File: config.mk
export PLATFORM = sky130hd
export DESIGN_NAME = rv_multicycle_ctrl
export DESIGN_NICKNAME = d
export VERILOG_FILES = /design/src/rtl/rv_multicycle_ctrl.sv
export SDC_FILE = /design/constraint.sdc
export NUM_CORES = 1
export LEC_CHECK = 0
export ABC_AREA = 1
export CORE_ASPECT_RATIO = 0.5
export CORE_MARGIN = 2
export CORE_UTILIZATION = 55
export CTS_CLUSTER_DIAMETER = 30
export DETAILED_ROUTE_END_ITERATION = 16
export PLACE_DENSITY = 0.87
export SKIP_CTS_REPAIR_TIMING = 1
export SYNTH_ARGS = -nofsm -noshare
export SYNTH_HDL_FRONTEND = slang
export SYNTH_SLANG_ARGS = --single-unit
File: constraint.sdc
create_clock -name clk -period 3.6 [get_ports clk]
set_input_delay 0.72 -clock clk [delete_from_list [all_inputs] [get_ports clk]]
set_output_delay 0.72 -clock clk [all_outputs]
set_load 0.01 [all_outputs]
File: src/rtl/rv_multicycle_ctrl.sv
// Multi-cycle RV32I control sequencer: fetch/decode/exec/mem/wb
// over a ready/valid memory port, with MMIO stores, faults and stepping.
module rv_multicycle_ctrl #(
   parameter int unsigned     XLEN      = 32,
   parameter logic [XLEN-1:0] RESET_PC  = '0,
   parameter logic [XLEN-1:0] MMIO_BASE = 32'h0007_0000,
   parameter int unsigned     TIMEOUT   = 255,
   parameter logic [6:0]      HALT_OP   = 7'h7F
) (
   input  logic            clk,
   input  logic            rst,
   input  logic            start,
   input  logic            step_mode,
   input  logic            step,
   output logic            mem_req,
   output logic [XLEN-1:0] mem_addr,
   output logic [1:0]      mem_wsize,
   output logic [XLEN-1:0] mem_wdata,
   input  logic [XLEN-1:0] mem_rdata,
   input  logic            mem_ready,
   input  logic            mem_err,
   output logic            mmio_we,
   output logic [12:0]     mmio_addr,
   output logic [XLEN-1:0] mmio_wdata,
   output logic [XLEN-1:0] instr,
   input  logic            dec_err,
   input  logic            jump,
   input  logic            jalr_n,
   input  logic            branch,
   input  logic            br_taken,
   input  logic            mem_to_reg,
   input  logic [1:0]      wsize_dec,
   input  logic [XLEN-1:0] imm,
   input  logic [XLEN-1:0] rv1,
   input  logic [XLEN-1:0] rv2,
   input  logic [XLEN-1:0] alu_out,
   output logic [XLEN-1:0] rd_data,
   output logic            reg_we,
   output logic [XLEN-1:0] pc,
   output logic [3:0]      state,
   output logic [31:0]     instret,
   output logic [2:0]      fault
);

   typedef enum logic [3:0] {
      S_IDLE     = 4'd0,
      S_FETCH    = 4'd1,
      S_DECODE   = 4'd2,
      S_EXEC     = 4'd3,
      S_MEM      = 4'd4,
      S_WB       = 4'd5,
      S_STEPWAIT = 4'd6,
      S_HALT     = 4'd7,
      S_FAULT    = 4'd8
   } state_e;

   localparam logic [2:0] F_NONE = 3'd0;
   localparam logic [2:0] F_DEC  = 3'd1;
   localparam logic [2:0] F_BUS  = 3'd2;
   localparam logic [2:0] F_TMO  = 3'd3;
   localparam logic [2:0] F_ALGN = 3'd4;

   localparam logic [15:0] TMO_LAST = 16'(TIMEOUT - 1);
   localparam logic [XLEN-1:0] FOUR = XLEN'(4);

   state_e          state_q, state_d;
   logic [XLEN-1:0] pc_q, pc_d;
   logic [XLEN-1:0] instr_q, instr_d;
   logic [31:0]     instret_q, instret_d;
   logic [2:0]      fault_q, fault_d;
   logic            req_q, req_d;
   logic [XLEN-1:0] addr_q, addr_d;
   logic [1:0]      wsize_q, wsize_d;
   logic [XLEN-1:0] wdata_q, wdata_d;
   logic [XLEN-1:0] load_q, load_d;
   logic [15:0]     tmo_q, tmo_d;
   logic            mmio_q, mmio_d;
   logic            mmio_we_q, mmio_we_d;
   logic [12:0]     mmio_addr_q, mmio_addr_d;
   logic [XLEN-1:0] mmio_wdata_q, mmio_wdata_d;

   logic            fetch_go;
   logic [XLEN-1:0] fetch_pc;
   logic [XLEN-1:0] npc;
   logic [XLEN-1:0] st_data;
   logic [XLEN-1:0] wb_val;
   logic            is_store;

   // Write-back value and next PC, both only meaningful in WB
   always_comb begin
      wb_val = alu_out;
      if (jump) begin
         wb_val = pc_q + FOUR;
      end else if (mem_to_reg) begin
         wb_val = load_q;
      end
      npc = pc_q + FOUR;
      if (jump && jalr_n) begin
         npc = pc_q + imm;
      end else if (jump) begin
         npc = rv1 + imm;
      end else if (branch && br_taken) begin
         npc = pc_q + imm;
      end
   end

   // Store data placed in the MSB lanes according to size
   always_comb begin
      is_store = (wsize_dec != 2'd0);
      unique case (wsize_dec)
         2'd1:    st_data = rv2 << (XLEN - 8);
         2'd2:    st_data = rv2 << (XLEN - 16);
         default: st_data = rv2;
      endcase
   end

   // Sequencer next-state and request set-up
   always_comb begin
      state_d      = state_q;
      pc_d         = pc_q;
      instr_d      = instr_q;
      instret_d    = instret_q;
      fault_d      = fault_q;
      req_d        = req_q;
      addr_d       = addr_q;
      wsize_d      = wsize_q;
      wdata_d      = wdata_q;
      load_d       = load_q;
      tmo_d        = tmo_q;
      mmio_d       = mmio_q;
      mmio_we_d    = 1'b0;
      mmio_addr_d  = mmio_addr_q;
      mmio_wdata_d = mmio_wdata_q;
      fetch_go     = 1'b0;
      fetch_pc     = pc_q;

      unique case (state_q)
         S_IDLE: begin
            if (start) begin
               fetch_go = 1'b1;
            end
         end
         S_FETCH: begin
            if (pc_q[1:0] != 2'b00) begin
               req_d   = 1'b0;
               fault_d = F_ALGN;
               state_d = S_FAULT;
            end else if (mem_ready) begin
               req_d = 1'b0;
               if (mem_err) begin
                  fault_d = F_BUS;
                  state_d = S_FAULT;
               end else begin
                  instr_d = mem_rdata;
                  state_d = S_DECODE;
               end
            end else if (tmo_q == TMO_LAST) begin
               req_d   = 1'b0;
               fault_d = F_TMO;
               state_d = S_FAULT;
            end else begin
               tmo_d = tmo_q + 16'd1;
            end
         end
         S_DECODE: begin
            if (instr_q[6:0] == HALT_OP) begin
               state_d = S_HALT;
            end else if (dec_err) begin
               fault_d = F_DEC;
               state_d = S_FAULT;
            end else begin
               state_d = S_EXEC;
            end
         end
         S_EXEC: begin
            if (mem_to_reg || is_store) begin
               state_d = S_MEM;
               tmo_d   = '0;
               if (is_store && (alu_out >= MMIO_BASE)) begin
                  mmio_d       = 1'b1;
                  mmio_we_d    = 1'b1;
                  mmio_addr_d  = alu_out[12:0];
                  mmio_wdata_d = rv2;
               end else begin
                  mmio_d  = 1'b0;
                  req_d   = 1'b1;
                  addr_d  = alu_out;
                  wsize_d = wsize_dec;
                  wdata_d = is_store ? st_data : '0;
               end
            end else begin
               state_d = S_WB;
            end
         end
         S_MEM: begin
            if (mmio_q) begin
               state_d = S_WB;
            end else if (mem_ready) begin
               req_d = 1'b0;
               if (mem_err) begin
                  fault_d = F_BUS;
                  state_d = S_FAULT;
               end else begin
                  load_d  = mem_rdata;
                  state_d = S_WB;
               end
            end else if (tmo_q == TMO_LAST) begin
               req_d   = 1'b0;
               fault_d = F_TMO;
               state_d = S_FAULT;
            end else begin
               tmo_d = tmo_q + 16'd1;
            end
         end
         S_WB: begin
            pc_d      = npc;
            instret_d = instret_q + 32'd1;
            if (step_mode) begin
               state_d = S_STEPWAIT;
            end else begin
               fetch_go = 1'b1;
               fetch_pc = npc;
            end
         end
         S_STEPWAIT: begin
            if (step) begin
               fetch_go = 1'b1;
            end
         end
         default: begin
            req_d = 1'b0;
         end
      endcase

      // A misaligned PC enters FETCH without raising a request
      if (fetch_go) begin
         state_d = S_FETCH;
         req_d   = (fetch_pc[1:0] == 2'b00);
         addr_d  = fetch_pc;
         wsize_d = 2'd0;
         wdata_d = '0;
         tmo_d   = '0;
      end
   end

   // State and datapath-control registers with synchronous reset
   always_ff @(posedge clk) begin
      if (!rst) begin
         state_q      <= S_IDLE;
         pc_q         <= RESET_PC;
         instr_q      <= '0;
         instret_q    <= '0;
         fault_q      <= F_NONE;
         req_q        <= 1'b0;
         addr_q       <= '0;
         wsize_q      <= 2'd0;
         wdata_q      <= '0;
         load_q       <= '0;
         tmo_q        <= '0;
         mmio_q       <= 1'b0;
         mmio_we_q    <= 1'b0;
         mmio_addr_q  <= '0;
         mmio_wdata_q <= '0;
      end else begin
         state_q      <= state_d;
         pc_q         <= pc_d;
         instr_q      <= instr_d;
         instret_q    <= instret_d;
         fault_q      <= fault_d;
         req_q        <= req_d;
         addr_q       <= addr_d;
         wsize_q      <= wsize_d;
         wdata_q      <= wdata_d;
         load_q       <= load_d;
         tmo_q        <= tmo_d;
         mmio_q       <= mmio_d;
         mmio_we_q    <= mmio_we_d;
         mmio_addr_q  <= mmio_addr_d;
         mmio_wdata_q <= mmio_wdata_d;
      end
   end

   assign mem_req    = req_q;
   assign mem_addr   = addr_q;
   assign mem_wsize  = wsize_q;
   assign mem_wdata  = wdata_q;
   assign mmio_we    = mmio_we_q;
   assign mmio_addr  = mmio_addr_q;
   assign mmio_wdata = mmio_wdata_q;
   assign instr      = instr_q;
   assign reg_we     = (state_q == S_WB);
   assign rd_data    = (state_q == S_WB) ? wb_val : '0;
   assign pc         = pc_q;
   assign state      = state_q;
   assign instret    = instret_q;
   assign fault      = fault_q;

endmodule

# Yosys cells after proc, flatten, opt, wreduce, memory -nomap -nowiden

Index checks and enable logic that the tools add are counted.

Reductions and logical operators: 28
Div/mod/pow operators: 0
Bitwise operators: 5
Equality and inequality tests: 22
Multiply operators: 0
Multiplexer cells: 54
Add/sub/neg operators: 5
Order comparisons: 1
Shifts and indexed selects: 0

Operator list:

| kind                    | count |
|---|---|
| $mux W32                | 13 |
| $mux W16                | 5 |
| $add A32 B32 Y32        | 2 |
| $pmux W32 S2            | 1 |
| $pmux W16 S3            | 1 |
| $mux W4                 | 10 |
| $add A32 B1 Y32 const B | 1 |
| $add A32 B3 Y32 const B | 1 |
| $ge A32 B19 Y1 const B  | 1 |
| $mux W3                 | 7 |
| $pmux W4 S5             | 1 |
| $reduce_and A4 Y1       | 5 |
| $add A16 B1 Y16 const B | 1 |
| $eq A16 B8 Y1 const B   | 1 |
| $ne A2 B2 Y1 const B    | 7 |
| $mux W1                 | 13 |
| $eq A4 B3 Y1 const B    | 3 |
| $reduce_and A3 Y1       | 4 |
| $ne A3 B3 Y1 const B    | 3 |
| $pmux W3 S3             | 1 |
| $eq A4 B2 Y1 const B    | 2 |
| $reduce_bool A2 Y1      | 4 |
| $eq A7 B7 Y1 const B    | 1 |
| $reduce_and A2 Y1       | 3 |
| 17 further kinds        | 24 |

Memory bits (writable): 0
Word-level logic and storage cells: 131
Bits in registers: 265
Latch bits: 0
Memory bits (read-only): 0
Bits of input ports: 175
Memories kept: 0
Output and inout bits: 249

# Longest topological paths before layout

Gate-level depths: netlist of the first run.

Depth in word-level cells: 8
Gate-level depth with buffers: 18
Mapped depth without buffers: 18

# Worst setup path before layout of the first run

Ideal clock, no wire load.

Path kind: input -> output
Start point: input port jump
End point: output port rd_data[26]
Path buffers: 4
Slack: 734 ps
Stages: 6
Required time: 2880 ps
Arrival: 2146 ps
Cells stage by stage: clkbuf_1 > clkbuf_1 > buf_2 > buf_2 > a21oi_1 > a221oi_1

Longest elaborated chain between the ends: 2

RTL lines:

| what        | line | RTL |
|---|---|---|
| from (decl) | 27   | `input logic jump,` |
| $mux W32    | 92   | `if (jump) begin` |
| $mux W32    | 292  | `assign rd_data = (state_q == S_WB) ? wb_val : '0;` |
| to (decl)   | 37   | `output logic [XLEN-1:0] rd_data,` |

No other way between the ends.

# Worst setup path after layout of the first run

Start point: register pc_q[3], in the netlist pc[3]
End point: output port rd_data[18]

Longest elaborated chain between the ends: 3

RTL lines:

| what                   | line | RTL |
|---|---|---|
| from (decl)            | 67   | `logic [XLEN-1:0] pc_q, pc_d;` |
| from (signal assigned) | 266  | `pc_q <= pc_d;` |
| $add A32 B3 Y32        | 93   | `wb_val = pc_q + FOUR;` |
| $mux W32               | 92   |  |
| $mux W32               | 292  |  |

No other way between the ends.

==> reports/metrics.yaml, run 1 <==
logic_synthesis:
  ys_types: 52
  avgSynthCellArea_um2: 6.090
  ys_warn_count: 0
  syn_area_um2: 17930
  synth-edff-count: 0
  syn-num-nets: 3190
  ys_async_sr_fraction_pct: 0
  ys_ff_latch: 265
  synth-seq-area-share_pct: 29.59
  synth_ff_type: "dfxtp_1"
  synth_cells: 2944
critical_path:
  crit_path_top_delay_cell: "clkdlybuf4s50_1"
  path_class: "reg -> out"
  path_cells: "ha_1 -> nand3_2 -> nor2_4 -> nand2_1 -> nor2_2 -> nand3_1 -> xor2_1 -> a221oi_2 -> clkdlybuf4s50_1"
  required_ps: 2880
  cp-end-kind: "output port"
  cpPeakStageDelay_ps: 640
  crit_buf_inv: 1
  crit_path_start_kind: "register"
  cp_top_family: "simple AND/OR/NAND/NOR gates"
  critPathArrivalTime_ps: 2950
  critPathMaxFanout: 3
sta:
  hold_viol: 0
  postLayoutSetupSlackWorst_ps: -69.28
  finalClockSkew_ps: 24.21
  finalSetupTns_ps: -69.28
  finalMaxSlewViolations: 0
  finalCriticalPeriod_ps: 3669
  post-route-period-util_pct: 101.9
  tightest_slew_ps: 1092
  setup_violations: 1
  fmax_ghz: 0.2725
  slew_headroom_pct: 27.12
  rsz0062_at_grt: "true"
worst_hold_path:
  hold_path_class: "reg -> reg"
run:
  drv_cap: 0
drt:
  routedWlPerCell_um: 20.51
  route.detailed.drc: 0
  drt-initial-drc-count: 3228
  first_pass_iters: 7
  wirelength_um: 78610
  ant_nets: 0
  vias: 22859
  vias_per_cell: 5.964
placement:
  routabilityCongestion: 1.053
  portBuffers: 423
  hpwl_um: 59320
  pre_cts_ws_ps: 98.22
floorplan:
  rows: 46
  die_area_um2: 34140
  io_pins: 424
  core_area_um2: 31890
  die_height_um: 131.7
  die_width_um: 259.3
  initial_core_util_pct: 56.23
power:
  p_sw_share_pct: 37.51
  seqPwrFrac_pct: 29.3
  clkPwrFrac_pct: 35.8
  pwr-share-comb_pct: 34.9
  switchingPower_mw: 4.565
  p_int_mw: 7.604
  p_leak_nw: 10.80
  ir_drop_mv: 0.5551
  power_density_nw_per_um2: 496.0
cts:
  htree_levels: 2
  numCtsBuffers: 41
  clock-sinks: 265
  cts_tree: "built"
  cts-root-buf: "clkbuf_16"
  path_clk_slew_ps: 50
  clockBufferDepth: 3
  clk-insertion-delay-late_ps: 560
status:
  status: "complete, but fails checks"
  violations: "negative setup slack"
finish:
  syn_to_final_growth_pct: 36.84
  fin_nets: 3613
  final_common_cell: "nand2_1"
  final_cell_mix: "759 x nand2_1, 408 x clkdlybuf4s50_1, 327 x nor2_1"
  final_layout_size_suffix_gt1_share_pct: 7.059
global_routing:
  grt-ovfl-total: 0
  grt_max_degree: 80
  track_usage_pct: 44.09
  grt_pass1_vias: 20889
  grt_antenna_before_repair: 1
  grt_pass1_wl_um: 118600
## registers in the layout (all words and copies together) (netlist names)
register / count
instr: 32
instret: 32
load_q: 32
mem_addr: 32
mem_wdata: 32
mmio_wdata: 32
pc: 32
tmo_q: 16
mmio_addr: 13
state: 4
fault: 3
mem_wsize: 2
mem_req: 1
mmio_q: 1
mmio_we: 1
## per-stage QoR
stage          cells  power [mW]  hold WS, ps  cell area, um^2  utilization (%)
6_report        3833       12.17        462.5            24530            76.94
5_1_grt         3833       12.61        474.6            24530            76.94
4_1_cts         3831       11.98        464.2            24320            76.26
3_5_place_dp    3755       7.650        454.3            22810            71.54
3_3_place_gp    3755       7.599        448.1            22810            71.54
2_1_floorplan   2944       5.855        443.4            17930                -
## worst register-to-register path, stage by stage, from the launching register on
cell     delay [ps]
dfxtp_1         500
inv_1           190
nor4_1          540
a22o_2          310
nor2_4           50
inv_2           100
nor2_2           40
buf_4           180
inv_2           370
buf_4           330
a21oi_1          90
## synthesized netlist by cell type, drive strengths merged (13+ instances only)
cell | n | area share (%)
ha | 69 | 4.8
xor2 | 24 | 1.2
o21ai | 229 | 6.4
xnor2 | 13 | 0.64
nand2 | 765 | 16
nor4 | 14 | 0.57
clkbuf | 82 | 1.7
inv | 335 | 7.0
nor2 | 351 | 7.7
a31oi | 29 | 1.0
nor3 | 53 | 1.7
nand3 | 264 | 7.4
nand4 | 27 | 0.98
dfxtp | 265 | 30
buf | 39 | 1.0
a21oi | 290 | 8.1
## final cells by class
cell class | instances | area, um^2
multi-input cells | 2219 | 11030
fillers | 2535 | 7352
flip-flops and latches | 265 | 5314
repair buffers | 501 | 4870
inverters | 339 | 1274
clock buffers | 52 | 1157
well taps | 432 | 540.5
clock inverters | 24 | 350.3
diodes | 1 | 2.502
## cells by family after synthesis
| kind of cell | synth area share (%) |
|---|---|
| AOI/OAI and AO/OA | 18.48 |
| xor gates and xnor gates | 1.808 |
| adders and majority gates | 5.039 |
| buffers and inverters | 9.854 |
| DFF | 29.59 |
| muxes | 0.05583 |
| and+or+nand+nor | 35.17 |
## power by group through the flow
stage	logic, mW	clock network [mW]	registers [mW]
CTS	4.10	4.34	3.54
detailed placement	4.06	0	3.59
floorplan	2.20	0	3.66
global placement	4.01	0	3.59
finish	4.25	4.36	3.56
global route	4.55	4.49	3.57
## per-layer routing
layer  up-vias  global-route usage (%)  routed length, um
li1      10546                       -                  -
met1     10421                   55.85              29680
met2      1601                   71.59              35040
met3       291                   8.603               9294
met4         0                   21.84               4599
met5         -                       0                  0
## worst paths after layout
kind	from	to	slack [ps]	cells after the start
hold / removal	mmio_addr[8]$_SDFFE_PN0P_	mmio_addr[8]$_SDFFE_PN0P_	460	2
hold reg to reg	mmio_addr[8]$_SDFFE_PN0P_	mmio_addr[8]$_SDFFE_PN0P_	460	2
setup reg to reg	state[1]$_SDFFE_PP0P_	mem_wdata[12]$_SDFFE_PP0P_	770	10
setup / recovery	pc[3]$_SDFFE_PN0P_	rd_data[18]	-70	9
Note: power is estimated with default switching activity, not from simulation.
==> run 2: changes to the inputs <==
--- a/config.mk
+++ b/config.mk
@@ -10,6 +10,7 @@
 export CORE_MARGIN = 2
 export CORE_UTILIZATION = 55
 export CTS_CLUSTER_DIAMETER = 30
+export CTS_CLUSTER_SIZE = 24
 export DETAILED_ROUTE_END_ITERATION = 16
 export PLACE_DENSITY = 0.87
 export SKIP_CTS_REPAIR_TIMING = 1
==> results of run 2 <==
The final DEF is identical to that of run 1; final timing and power are the same.
